[src/rtl/push_conditioner.sv]
// push_conditioner
//   Input stage for the push-button service logic. Each button is run through
//   a 2-flop synchroniser and a debouncer. The result is a clean level plus
//   one-cycle press/release strobes. While a button is held, an optional
//   auto-repeat re-fires the press strobe. Buttons are fully independent.
//
// Ports
//   clk_osc      in   1      system clock
//   rst          in   1      synchronous, active-high reset
//   push_raw     in   N_BTN  asynchronous, bouncy button inputs
//   repeat_en    in   N_BTN  per-button auto-repeat enable (clk_osc domain)
//   btn_level    out  N_BTN  debounced button level
//   btn_press    out  N_BTN  1-cycle strobe on accepted press and on each repeat
//   btn_release  out  N_BTN  1-cycle strobe on accepted release
//   btn_repeat   out  N_BTN  high while the button is in the auto-repeat phase
module push_conditioner #(
  parameter int N_BTN            = 5,
  parameter int DEBOUNCE_CYC     = 1_000_000,
  parameter int REPEAT_DELAY_CYC = 50_000_000,
  parameter int REPEAT_RATE_CYC  = 10_000_000
) (
  input  logic             clk_osc,
  input  logic             rst,
  input  logic [N_BTN-1:0] push_raw,
  input  logic [N_BTN-1:0] repeat_en,
  output logic [N_BTN-1:0] btn_level,
  output logic [N_BTN-1:0] btn_press,
  output logic [N_BTN-1:0] btn_release,
  output logic [N_BTN-1:0] btn_repeat
);

  localparam int DB_W   = $clog2(DEBOUNCE_CYC + 1);
  localparam int RP_MAX = (REPEAT_DELAY_CYC > REPEAT_RATE_CYC) ? REPEAT_DELAY_CYC
                                                               : REPEAT_RATE_CYC;
  localparam int RP_W   = $clog2(RP_MAX + 1);

  localparam logic [DB_W-1:0] DB_LAST    = DB_W'(DEBOUNCE_CYC);
  // The repeat counter is cleared on the event edge and reads 0 in the first
  // cycle after it, so the event fires when it holds CYC-1.
  localparam logic [RP_W-1:0] DELAY_LAST = RP_W'(REPEAT_DELAY_CYC - 1);
  localparam logic [RP_W-1:0] RATE_LAST  = RP_W'(REPEAT_RATE_CYC - 1);

  localparam logic [1:0] ST_IDLE   = 2'd0;
  localparam logic [1:0] ST_DELAY  = 2'd1;
  localparam logic [1:0] ST_REPEAT = 2'd2;

  // Stage p0/p1: two-flop synchroniser, the only reader of push_raw.
  logic [N_BTN-1:0] sync_p0;
  logic [N_BTN-1:0] sync_p1;

  always_ff @(posedge clk_osc) begin
    if (rst) begin
      sync_p0 <= '0;
      sync_p1 <= '0;
    end else begin
      sync_p0 <= push_raw;
      sync_p1 <= sync_p0;
    end
  end

  for (genvar i = 0; i < N_BTN; i++) begin : g_btn
    logic [DB_W-1:0] db_cnt;
    logic [DB_W-1:0] db_nxt;
    logic            level_r;
    logic            level_nxt;
    logic            rise;
    logic            fall;
    logic [1:0]      state;
    logic [1:0]      state_nxt;
    logic [RP_W-1:0] rp_cnt;
    logic [RP_W-1:0] rp_nxt;
    logic            rp_hit;
    logic            press_r;
    logic            release_r;
    logic            repeat_r;

    // Stage p2: debounce, strobe generation and auto-repeat sequencing.
    always_comb begin
      db_nxt    = '0;
      level_nxt = level_r;
      if (sync_p1[i] != level_r) begin
        if (db_cnt == DB_LAST) begin
          level_nxt = ~level_r;
        end else begin
          db_nxt = db_cnt + 1'b1;
        end
      end
      rise = level_nxt & ~level_r;
      fall = ~level_nxt & level_r;

      state_nxt = state;
      rp_nxt    = rp_cnt;
      rp_hit    = 1'b0;
      // A falling level wins over any repeat due in the same cycle.
      if (fall) begin
        state_nxt = ST_IDLE;
        rp_nxt    = '0;
      end else begin
        case (state)
          ST_IDLE: begin
            if (rise) begin
              state_nxt = ST_DELAY;
              rp_nxt    = '0;
            end
          end
          ST_DELAY: begin
            if (rp_cnt == DELAY_LAST) begin
              state_nxt = ST_REPEAT;
              rp_nxt    = '0;
              rp_hit    = 1'b1;
            end else begin
              rp_nxt = rp_cnt + 1'b1;
            end
          end
          ST_REPEAT: begin
            if (rp_cnt == RATE_LAST) begin
              rp_nxt = '0;
              rp_hit = 1'b1;
            end else begin
              rp_nxt = rp_cnt + 1'b1;
            end
          end
          default: begin
            state_nxt = ST_IDLE;
            rp_nxt    = '0;
          end
        endcase
      end
    end

    always_ff @(posedge clk_osc) begin
      if (rst) begin
        db_cnt    <= '0;
        level_r   <= 1'b0;
        state     <= ST_IDLE;
        rp_cnt    <= '0;
        press_r   <= 1'b0;
        release_r <= 1'b0;
        repeat_r  <= 1'b0;
      end else begin
        db_cnt    <= db_nxt;
        level_r   <= level_nxt;
        state     <= state_nxt;
        rp_cnt    <= rp_nxt;
        // repeat_en only masks the strobe; the cadence keeps running.
        press_r   <= rise | (rp_hit & repeat_en[i]);
        release_r <= fall;
        repeat_r  <= (state_nxt == ST_REPEAT);
      end
    end

    assign btn_level[i]   = level_r;
    assign btn_press[i]   = press_r;
    assign btn_release[i] = release_r;
    assign btn_repeat[i]  = repeat_r;
  end

endmodule

[config.mk]
export PLATFORM = sky130hd
export DESIGN_NAME = push_conditioner
export DESIGN_NICKNAME = d
export VERILOG_FILES = /design/src/rtl/push_conditioner.sv
export SDC_FILE = /design/constraint.sdc
export NUM_CORES = 1
export LEC_CHECK = 0
export BUFFER_PORTS_ARGS = -buffer_cell sky130_fd_sc_hd__buf_4
export CAP_MARGIN = 20
export CORE_MARGIN = 5
export CORE_UTILIZATION = 68
export DETAILED_ROUTE_END_ITERATION = 8
export HOLD_SLACK_MARGIN = 0.15
export PLACE_DENSITY = 0.86
export SLEW_MARGIN = 25
export SYNTH_ARGS = -nofsm -noshare
export SYNTH_HDL_FRONTEND = slang
export SYNTH_SLANG_ARGS = --single-unit
[constraint.sdc]
create_clock -name clk_osc -period 7.5 [get_ports clk_osc]
set_input_delay 1.125 -clock clk_osc [delete_from_list [all_inputs] [get_ports clk_osc]]
set_output_delay 1.125 -clock clk_osc [all_outputs]
set_load 0.05 [all_outputs]
* After elaboration in Yosys (flattened, before gate mapping)
Index checks and enable logic that the tools add are counted.
** Word-level totals
- Bits of input ports :: 12
- Output and inout port bits :: 20
- Register bits after elaboration :: 270
- Logic and storage cells :: 207
** Cells by class
- Eq/ne operators :: 40
- Muxes and demuxes :: 70
- Reduce and logical (&&, ||, !) cells :: 15
- Bitwise logic cells :: 35
- Add/subtract/negate cells :: 10
** Operator list (count)
- $mux W26 :: 15
- $pmux W26 S3 :: 5
- $add A26 B1 Y26 const B :: 5
- $eq A26 B24 Y1 const B :: 5
- $eq A26 B26 Y1 const B :: 5
- $add A20 B1 Y20 const B :: 5
- $eq A20 B20 Y1 const B :: 5
- $mux W2 :: 15
- $pmux W2 S3 :: 5
- $mux W1 :: 25
- $eq A2 B2 Y1 const B :: 10
- $and A1 B1 Y1 :: 15
- $not A1 Y1 :: 15
- $reduce_or A3 Y1 :: 5
- $eq A2 B1 Y1 const B :: 5
- $logic_not A2 Y1 :: 5
- $ne A2 B2 Y1 const B :: 5
- $pmux W1 S2 :: 5
- $reduce_or A2 Y1 :: 5
- $ne A1 B1 Y1 :: 5
- $or A1 B1 Y1 :: 5

* Depth between registers and ports, before layout
Gate-level depths: netlist of the first run.
- Word-level depth :: 8
- Gate-level depth with buffers :: 9
- Gate-level depth less buffers :: 8

* Worst setup path before layout of the first run
OpenSTA, ideal clock, no wires.
- Kind :: register to register
- Start point :: register g_btn[2].db_cnt[4]
- End point :: register g_btn[2].rp_cnt[11]
- Library setup time :: 0.117 ns
- Setup slack :: 4.953 ns
- Data required time :: 7.383 ns
- Arrival :: 2.430 ns
- Cell stages (with the launch flop) :: 8
- Period minus slack after synthesis :: 2.547 ns
- Path buffers :: 2
- Cell sequence :: dfxtp_1 -> or4_1 -> or4_4 -> o41a_1 -> buf_2 -> o21ai_2 -> buf_2 -> nor2_1
** Between the ends
- Cells in the longest elaborated chain, start to end :: 6
- Elaborated cells on any way between the ends :: 8
- Those cells by class :: 2 x eq/ne; 2 x mux; 3 x bitwise; 1 x reduce/logical
** RTL lines
- from (decl) :: line 62 : logic [DB_W-1:0] db_cnt;
- from (signal assigned) :: line 141 : db_cnt <= db_nxt;
- $eq A20 B20 Y1 * :: line 82 : if (db_cnt == DB_LAST) begin
- $mux W1 * :: line 82
- $mux W1 * :: line 81 : if (sync_p1[i] != level_r) begin
- $not A1 Y1 :: line 89 : fall = ~level_nxt & level_r;
- $and A1 B1 Y1 :: line 89
- $reduce_or A2 Y1 (no line)
- to (signal assigned) :: line 144 : rp_cnt <= rp_nxt;
- to (decl) :: line 70 : logic [RP_W-1:0] rp_cnt;
Every way passes the cells marked *; elsewhere a longest branch is shown, timed or not.
A chain may end at the register's enable or synchronous reset.

* Worst setup path in the final report of the first run
- Start point :: register g_btn[1].db_cnt[3]
- End point :: register g_btn[1].rp_cnt[2]
** Between the ends
- Cells in the longest elaborated chain, start to end :: 6
- Elaborated cells on any way between the ends :: 8
- Those cells by class :: 2 x eq/ne; 2 x mux; 3 x bitwise; 1 x reduce/logical
** RTL lines (line)
- from (decl) :: 62
- from (signal assigned) :: 141
- $eq A20 B20 Y1 * :: 82
- $mux W1 * :: 82
- $mux W1 * :: 81
- $not A1 Y1 :: 89
- $and A1 B1 Y1 :: 89
- $reduce_or A2 Y1 (no line)
- to (signal assigned) :: 144
- to (decl) :: 70
Marks and branches as above.

==> results of run 1 <==
## worst paths after layout
kind | start | slack (ps) | to
setup reg to reg | g_btn[1].db_cnt[3] | 4110 | g_btn[1].rp_cnt[2]
setup / recovery | g_btn[1].db_cnt[3] | 4110 | g_btn[1].rp_cnt[2]
hold / removal | sync_p0[2] | 440 | sync_p1[2]
hold reg to reg | sync_p0[2] | 440 | sync_p1[2]
## state kept, by name, summed over array words and instances, names as in the netlist
register	count
g_btn.db_cnt	100
g_btn.level_r	5
g_btn.press_r	5
g_btn.release_r	5
g_btn.repeat_r	5
g_btn.rp_cnt	130
g_btn.state	10
sync_p0	5
sync_p1	5
## per-stage QoR
step	hold WS, ps	cell area [um2]
floorplan	413.8	13310
global placement	419.6	13570
detailed placement	426.1	13570
CTS	439.9	14590
global route	455.3	14610
finish	435.9	14610
## report_power, final
group | leakage, nW | total (mW) | switching, mW | internal (mW)
Combinational | 2.10 | 0.0630 | 0.0440 | 0.0190
Sequential | 2.18 | 1.45 | 0.00509 | 1.44
Clock | 0.504 | 1.50 | 0.554 | 0.950
## worst max-delay path: stages (launching register included)
cell     delay, ps
dfxtp_1        350
or4_1          530
or4b_4         570
o31ai_4        790
a221o_1        860
nor2_1         120
## cell type report
type / instances / share of cell area
clock buffer: 39 / 0.05771
clock inverter: 10 / 0.01216
inverter: 51 / 0.01310
multi-input combinational: 1177 / 0.5070
sequential: 270 / 0.3699
tap: 265 / 0.02269
timing repair buffer: 34 / 0.01747
## cell families (layout without fill, tap and decap cells)
family / Yosys count / count (layout) / synth area share
buffers and inverters: 118 / 134 / 0.03947
AOI/OAI and AO/OA: 109 / 109 / 0.05639
xor gates and xnor gates: 199 / 199 / 0.1309
and+or+nand+nor: 830 / 830 / 0.3314
adders and majority gates: 35 / 35 / 0.03289
DFF: 270 / 270 / 0.4060
muxes: 4 / 4 / 0.003007
## layout by cell type (no fill, tap or decap), drive strengths merged, types with 32 or more instances in the layout
cell type  Yosys  routed
clkbuf        37      39
dfxtp        270     270
nand4         62      62
xnor2        108     108
nand2         95      95
xor2          91      91
inv           51      51
nand3         96      96
nor4          32      32
buf           30      34
nor3          47      47
and3          34      34
nor2         274     274
ha            35      35
## per-layer routing
layer / vias to the layer above / share of wire / global-route usage
met5: - / 0 / 0
met2: 252 / 0.48 / 0.4125
li1: 5436 / - / -
met1: 5076 / 0.45 / 0.3147
met4: 0 / 0.020 / 0.06953
met3: 48 / 0.048 / 0.03634
==> flow_summary.yaml, run 1 <==
timing:
  setup_ws_ps: 4112
  grt_setup_unrepaired: "no"
  drv_slew: 0
  relSlewSlack: 0.2704
  post-route-period-util: 0.4517
  finalHoldViolations: 0
  setup_tns_ps: 0
  fin_crit_ps: 3388
  fin_worst_skew_ps: 13.48
  max_freq_ghz: 0.2952
  setup_viol: 0
  worst_pin_slew_ps: 1084
logic_synthesis:
  yosysWarnings: 0
  synth_cell_type_count: 68
  synth_top_cell_area_share: 0.4060
  ys_seq_elements: 270
  syn-cell-area_um2: 13310
  synth.most_common_cell: "nor2_1"
  yosys-top-cells-area: "dfxtp_1, nor2_1, xnor2_1, xor2_1, nand3_1"
  synth_edf_count: 0
  async_reset_ff_frac: 0
  yosysSeqAreaShare: 0.4060
  yosysTopAreaCell: "dfxtp_1"
  syn_area_per_cell_um2: 8.507
  syn_inst: 1565
  synth_nets: 1612
  synth_top_flop_cell: "dfxtp_1"
  ys_top_cells_by_count: "nor2_1, dfxtp_1, xnor2_1"
clocking:
  ctsRootBufferMaster: "clkbuf_16"
  ctsHoldBuffers: 0
  numCtsBuffers: 29
  clkTransAtPathRegs_ps: 60
  cts_max_level: 1
  post_cts_buffers: 0
  cts_resized: 0
  clock_latency_ps: 540
  clockBufferDepth: 3
  cts_tree: "yes"
  cts.sinks: 270
layout:
  nNetsFinal: 1610
  syn_to_final_growth_pct: 9.755
  fillCellCount: 1428
  seqCellArea_um2: 5405
  multiInputGateArea_um2: 7408
  drive_above_1_share: 0.06894
  n_antenna_cell: 0
  final_util: 0.7533
  instances_no_fill: 1846
placed_design:
  dp_cells: 1797
  place_hpwl_mm: 17.85
  post-place-ws_ps: 4014
  port_buffers: 31
  gp_congestion: 0.8918
pwr:
  powerDensity_nw_per_um2: 206.2
  leakage_nw: 4.784
  power_mw: 3.012
  vdd_ir_drop_max_uv: 200.9
drt:
  via_count: 10810
  antenna_left: 0
  wl_per_cell_um: 14.43
  vias_per_cell: 5.857
  drtPass1Iterations: 5
  drc: 0
  drt_iter0_markers: 496
  wl_mm: 26.64
floorplan:
  dieArea_um2: 22480
  rows: 51
  start_util: 0.6863
  fp.coreArea_um2: 19400
  die_x_um: 149.9
  io_pins: 32
  fp.dieH_um: 149.9
worst_setup_path:
  r2r.worst_path.cells: 5
  cp.arrival_ps: 3760
  worstSetupEndpointType: "flop"
  critical_path_peak_fanout: 26
  critPathKind: "flop to flop"
  required_ps: 7880
  worstSetupStartpointType: "flop"
grt:
  grt_first_pass_wirelength_mm: 47.12
  grt_max_degree: 42
  antenna_found_initial: 0
  grt_pass1_vias: 10470
  grt-ovfl-total: 0
  gr-usage-all-layers: 0.2404
status:
  status: "finished, final reports clean"
worst_hold_path:
  worstHoldPathCells: 1
  hold_path_class: "flop to flop"
flow_run:
  drv_cap: 0
Note: power is estimated with default switching activity, not from simulation.
==> run 2: changes to the inputs <==
--- a/config.mk
+++ b/config.mk
@@ -8,10 +8,10 @@
 export BUFFER_PORTS_ARGS = -buffer_cell sky130_fd_sc_hd__buf_4
 export CAP_MARGIN = 20
 export CORE_MARGIN = 5
-export CORE_UTILIZATION = 68
+export CORE_UTILIZATION = 63
 export DETAILED_ROUTE_END_ITERATION = 8
 export HOLD_SLACK_MARGIN = 0.15
-export PLACE_DENSITY = 0.86
+export PLACE_DENSITY = 0.8
 export SLEW_MARGIN = 25
 export SYNTH_ARGS = -nofsm -noshare
 export SYNTH_HDL_FRONTEND = slang
==> constraint.sdc (replaced) <==
create_clock -name clk_osc -period 3.3 [get_ports clk_osc]
set_input_delay 0.495 -clock clk_osc [delete_from_list [all_inputs] [get_ports clk_osc]]
set_output_delay 0.495 -clock clk_osc [all_outputs]
set_load 0.05 [all_outputs]
==> run 2 against run 1 <==
Non-clock buffer count rose by 17. Cell count rose by 1.5%. Sequential power rose by 130%. Maximum frequency rose by 23%. Global-route usage fell by 2.1 points. Clock power rose by 120%. Critical path type unchanged. Largest cell class unchanged.
==> flow_summary.yaml, run 2 (synthesized netlist as in run 1, its figures left out) <==
grt:
  met1_usage: 0.2886
  grt_pass1_vias: 10420
  grt.busiest_layer: "met2"
  antenna_found_initial: 0
  gr-usage-all-layers: 0.2191
  grt_max_degree: 42
  met2_usage: 0.3730
  grt_util_met3: 0.03227
  grt_first_pass_wirelength_mm: 46.53
  grt-ovfl-total: 0
timing:
  setup_viol: 0
  worst_pin_slew_ps: 700.6
  drv_slew: 0
  setup_tns_ps: 0
  grt_setup_unrepaired: "no"
  finalHoldViolations: 0
  post-route-period-util: 0.8346
  relSlewSlack: 0.5329
  fin_worst_skew_ps: 12.35
  hold_slack_ps: 181.6
  fin_crit_ps: 2754
  max_freq_ghz: 0.3631
layout:
  largest_register_ff_count: 130
  final_area_um2: 14700
  fillCellCount: 1639
  reg_top3: "g_btn.rp_cnt x130, g_btn.db_cnt x100, g_btn.state x10"
  n_antenna_cell: 0
  final_cell_mix: "nor2_1, dfxtp_1, xnor2_1"
  nNetsFinal: 1627
  largest-register: "g_btn.rp_cnt"
  seqCellArea_um2: 5405
  multiInputGateArea_um2: 7383
  final_util: 0.7038
  final_common_cell: "nor2_1"
  syn_to_final_growth_pct: 10.42
  drive_above_1_share: 0.07447
drt:
  vias_per_cell: 5.754
  wl_per_cell_um: 14.28
  drtPass1Iterations: 5
  via_count: 10780
  drc: 0
  antenna_left: 0
  drt_iter0_markers: 616
  wl_mm: 26.75
pwr:
  vdd_ir_drop_max_uv: 361.4
  powerDensity_nw_per_um2: 458.6
  leakage_nw: 4.843
  power_mw: 6.743
clocking:
  ctsHoldBuffers: 3
  clkTransAtPathRegs_ps: 60
  post_cts_buffers: 0
  clock_latency_ps: 550
  clockBufferDepth: 3
  numCtsBuffers: 29
  cts.sinks: 270
  cts_max_level: 1
  cts_resized: 0
  ctsRootBufferMaster: "clkbuf_16"
  cts_tree: "yes"
flow_run:
  drv_cap: 0
worst_setup_path:
  reg2reg_slack_ps: 550
  cp.arrival_ps: 3190
  rr_startpoint: "g_btn[4].rp_cnt[18]"
  cp_slowest_stage_delay_ps: 570
  worstSetupEndpointType: "flop"
  cp_slowest_cell: "nor4_1"
  critical_path_peak_fanout: 26
  worstPathCellList: "or4_1 -> nor4_1 -> a41oi_1 -> o31ai_2 -> buf_4 -> o22ai_1 -> a22o_1"
  cp-startpoint: "g_btn[4].rp_cnt[18]"
  required_ps: 3730
  worstSetupStartpointType: "flop"
  critPathKind: "flop to flop"
floorplan:
  fp.coreArea_um2: 20890
  die_x_um: 155.4
  dieArea_um2: 24140
  fp.dieH_um: 155.4
  start_util: 0.6374
  rows: 53
  io_pins: 32
placed_design:
  place_hpwl_mm: 17.82
  gp_congestion: 0.8694
  dpl-instance-area_um2: 13700
  port_buffers: 31
worst_hold_path:
  hold_path_class: "input port to flop"
  min_from: "push_raw[2]"
status:
  status: "finished, final reports clean"
run 2: per-stage QoR:
stage          instances  worst slack (ps)
5_1_grt             1873             238.5
3_3_place_gp        1821             659.4
2_1_floorplan       1565             753.0
3_5_place_dp        1821             527.9
4_1_cts             1873             520.9
6_report            1873             545.9
run 2: power breakdown:
group          internal (mW)  switching (mW)  total, mW  leakage [nW]
combinational         0.0546           0.105      0.160          2.19
clock                   2.02            1.28       3.30         0.478
sequential              3.27          0.0115       3.29          2.18
run 2: final timing paths:
check,depth (start not counted),endpoint
max reg2reg,7,g_btn[4].rp_cnt[15]
min,2,sync_p0[2]
min reg2reg,1,sync_p1[2]
max,7,g_btn[4].rp_cnt[15]
run 2: layout make-up:
cell class	count	area share
inverter	51	0.01302
tap	275	0.02340
clock inverter	12	0.01149
timing repair buffer	51	0.02740
multi-input combinational	1177	0.5022
clock buffer	37	0.05481
sequential	270	0.3677
run 2: layer usage:
metal | part of all wire | routed length, um | vias to the layer above
li1 | - | - | 5461
met1 | 0.46 | 12350 | 5072
met2 | 0.48 | 12720 | 196
met3 | 0.040 | 1081 | 48
met4 | 0.022 | 594 | 0
met5 | 0 | 0 | -
run 2: worst max-delay path: cells and delay by family (launching register included):
| kind | cells | cell delay, ps |
|---|---|---|
| buffers and inverters | 1 | 310 |
| and+or+nand+nor | 2 | 1070 |
| AOI/OAI and AO/OA | 4 | 910 |
| DFF | 1 | 350 |
==> run 3: changes to the inputs <==
==> constraint.sdc (replaced) <==
create_clock -name clk_osc -period 2.75 [get_ports clk_osc]
set_input_delay 0.4125 -clock clk_osc [delete_from_list [all_inputs] [get_ports clk_osc]]
set_output_delay 0.4125 -clock clk_osc [all_outputs]
set_load 0.05 [all_outputs]
==> run 3 against run 2 <==
Clock-buffer cell count shrank 2. Clock skew grew 1.9 ps. Via count grew 1.3%. Total power grew 21%. Cell area grew 1.2%. Utilization grew 0.83 points. Combinational power grew 31%. Sequential power grew 20%. Critical endpoint is now g_btn[2].rp_cnt[10]. Largest cell class unchanged.
==> flow_summary.yaml, run 3 (synthesized netlist as in run 1, its figures left out) <==
status:
  status: "finished, final reports clean"
worst_setup_path:
  worst_path_dominant_cell_family: "simple AND/OR/NAND/NOR gates"
  worstPathCellList: "or4_1 -> or4_4 -> o41a_1 -> buf_12 -> nor3b_1 -> nand4b_1 -> a31oi_1"
  critical_path_peak_fanout: 30
  reg2reg_slack_ps: 110
  cp.arrival_ps: 3110
  worstSetupStartpointType: "flop"
  required_ps: 3220
  critPathKind: "flop to flop"
  worstSetupEndpointType: "flop"
  cp_slowest_cell: "or4_1"
  cp_slowest_stage_delay_ps: 550
  critical_path_buf_inv_count: 1
drt:
  via_count: 10920
  drc: 0
  drt_iter0_markers: 647
  antenna_left: 0
  wl_mm: 27.12
  vias_per_cell: 5.760
  wl_per_cell_um: 14.31
  drtPass1Iterations: 5
clocking:
  cts_tree: "yes"
  clkTransAtPathRegs_ps: 60
  numCtsBuffers: 29
  clock_latency_ps: 550
  cts_resized: 0
  ctsRootBufferMaster: "clkbuf_16"
  clockBufferDepth: 3
  cts_max_level: 1
  cts.sinks: 270
layout:
  final_util: 0.7121
  n_antenna_cell: 0
  syn_to_final_growth_pct: 11.72
  largest_register_ff_count: 130
  nNetsFinal: 1644
  reg_top3: "g_btn.rp_cnt x130, g_btn.db_cnt x100, g_btn.state x10"
  final_common_cell: "nor2_1"
  largest-register: "g_btn.rp_cnt"
  drive_above_1_share: 0.08765
  instances_no_fill: 1895
  final_cell_mix: "nor2_1, dfxtp_1, xnor2_1"
floorplan:
  rows: 53
  fp.dieH_um: 155.4
  dieArea_um2: 24140
  die_x_um: 155.4
  fp.coreArea_um2: 20890
  io_pins: 32
  start_util: 0.6374
pwr:
  power_mw: 8.162
  leakage_nw: 4.929
  vdd_ir_drop_max_uv: 417.7
  powerDensity_nw_per_um2: 548.7
timing:
  worst_pin_slew_ps: 699.0
  finalHoldViolations: 0
  relSlewSlack: 0.5340
  setup_ws_ps: 109.0
  fin_crit_ps: 2641
  drv_slew: 0
  fin_worst_skew_ps: 14.23
  setup_tns_ps: 0
  max_freq_ghz: 0.3786
  setup_viol: 0
  post-route-period-util: 0.9604
worst_hold_path:
  hold_path_class: "input port to flop"
placed_design:
  gp_congestion: 0.8403
  post-place-ws_ps: 131.5
  place_hpwl_mm: 18.21
  port_buffers: 31
  dp_cells: 1835
grt:
  gr-usage-all-layers: 0.2203
  antenna_found_initial: 0
  grt_first_pass_wirelength_mm: 46.75
  grt_max_degree: 31
  grt-ovfl-total: 0
  grt_pass1_vias: 10280
flow_run:
  drv_cap: 0
[run 3: changes by cell type in the layout (fill, tap and decap cells not counted), sizes merged]
cell / delta
buf: +16
clkinvlp: +5
clkinv: +3
clkbuf: -2
bufinv: -1
dlygate4sd3: +1
[run 3: worst paths after layout]
path,startpoint,end,cells after the start
max,g_btn[2].db_cnt[7],g_btn[2].rp_cnt[10],7
min,push_raw[3],sync_p0[3],2
max reg2reg,g_btn[2].db_cnt[7],g_btn[2].rp_cnt[10],7
min reg2reg,sync_p0[4],sync_p1[4],1
[run 3: stage by stage]
| stage | hold WS, ps | cell area (um2) |
|---|---|---|
| 6_report | 159.1 | 14870 |
| 4_1_cts | 154.8 | 14860 |
| 5_1_grt | 155.9 | 14870 |
| 2_1_floorplan | 413.8 | 13310 |
| 3_3_place_gp | 418.3 | 13810 |
| 3_5_place_dp | 423.9 | 13810 |
[run 3: cell type report]
class	instances	area, um2
well taps	275	344.1
clock inverters	19	206.4
repair buffers	68	545.5
multi-input cells	1177	7383
fillers	1640	6015
flip-flops and latches	270	5405
inverters	51	191.4
clock buffers	35	798.3
[run 3: repair_timing]
action	in CTS	in global routing
buffers inserted	0	2
hold buffers	4	0
hold endpoints to repair	4	0
endpoints found under the setup margin	0	1
[run 3: power breakdown]
group	internal, mW	switching (mW)
clock network	2.36	1.65
registers	3.93	0.0145
logic	0.0783	0.130
total	6.37	1.79
[run 3: layer usage]
layer,global-route usage,routed length (um),vias to the layer above
met4,0.06128,608,0
met5,0,0,-
met2,0.3680,12810,231
li1,-,-,5510
met1,0.3028,12600,5121
met3,0.02587,1100,54
[run 3: worst register-to-register path, stage by stage (launching register included)]
cell and delay, ps:
dfxtp_1 330, or4_1 550, or4_4 540, o41a_1 370, buf_12 180, nor3b_1 270, nand4b_1 130, a31oi_1 190
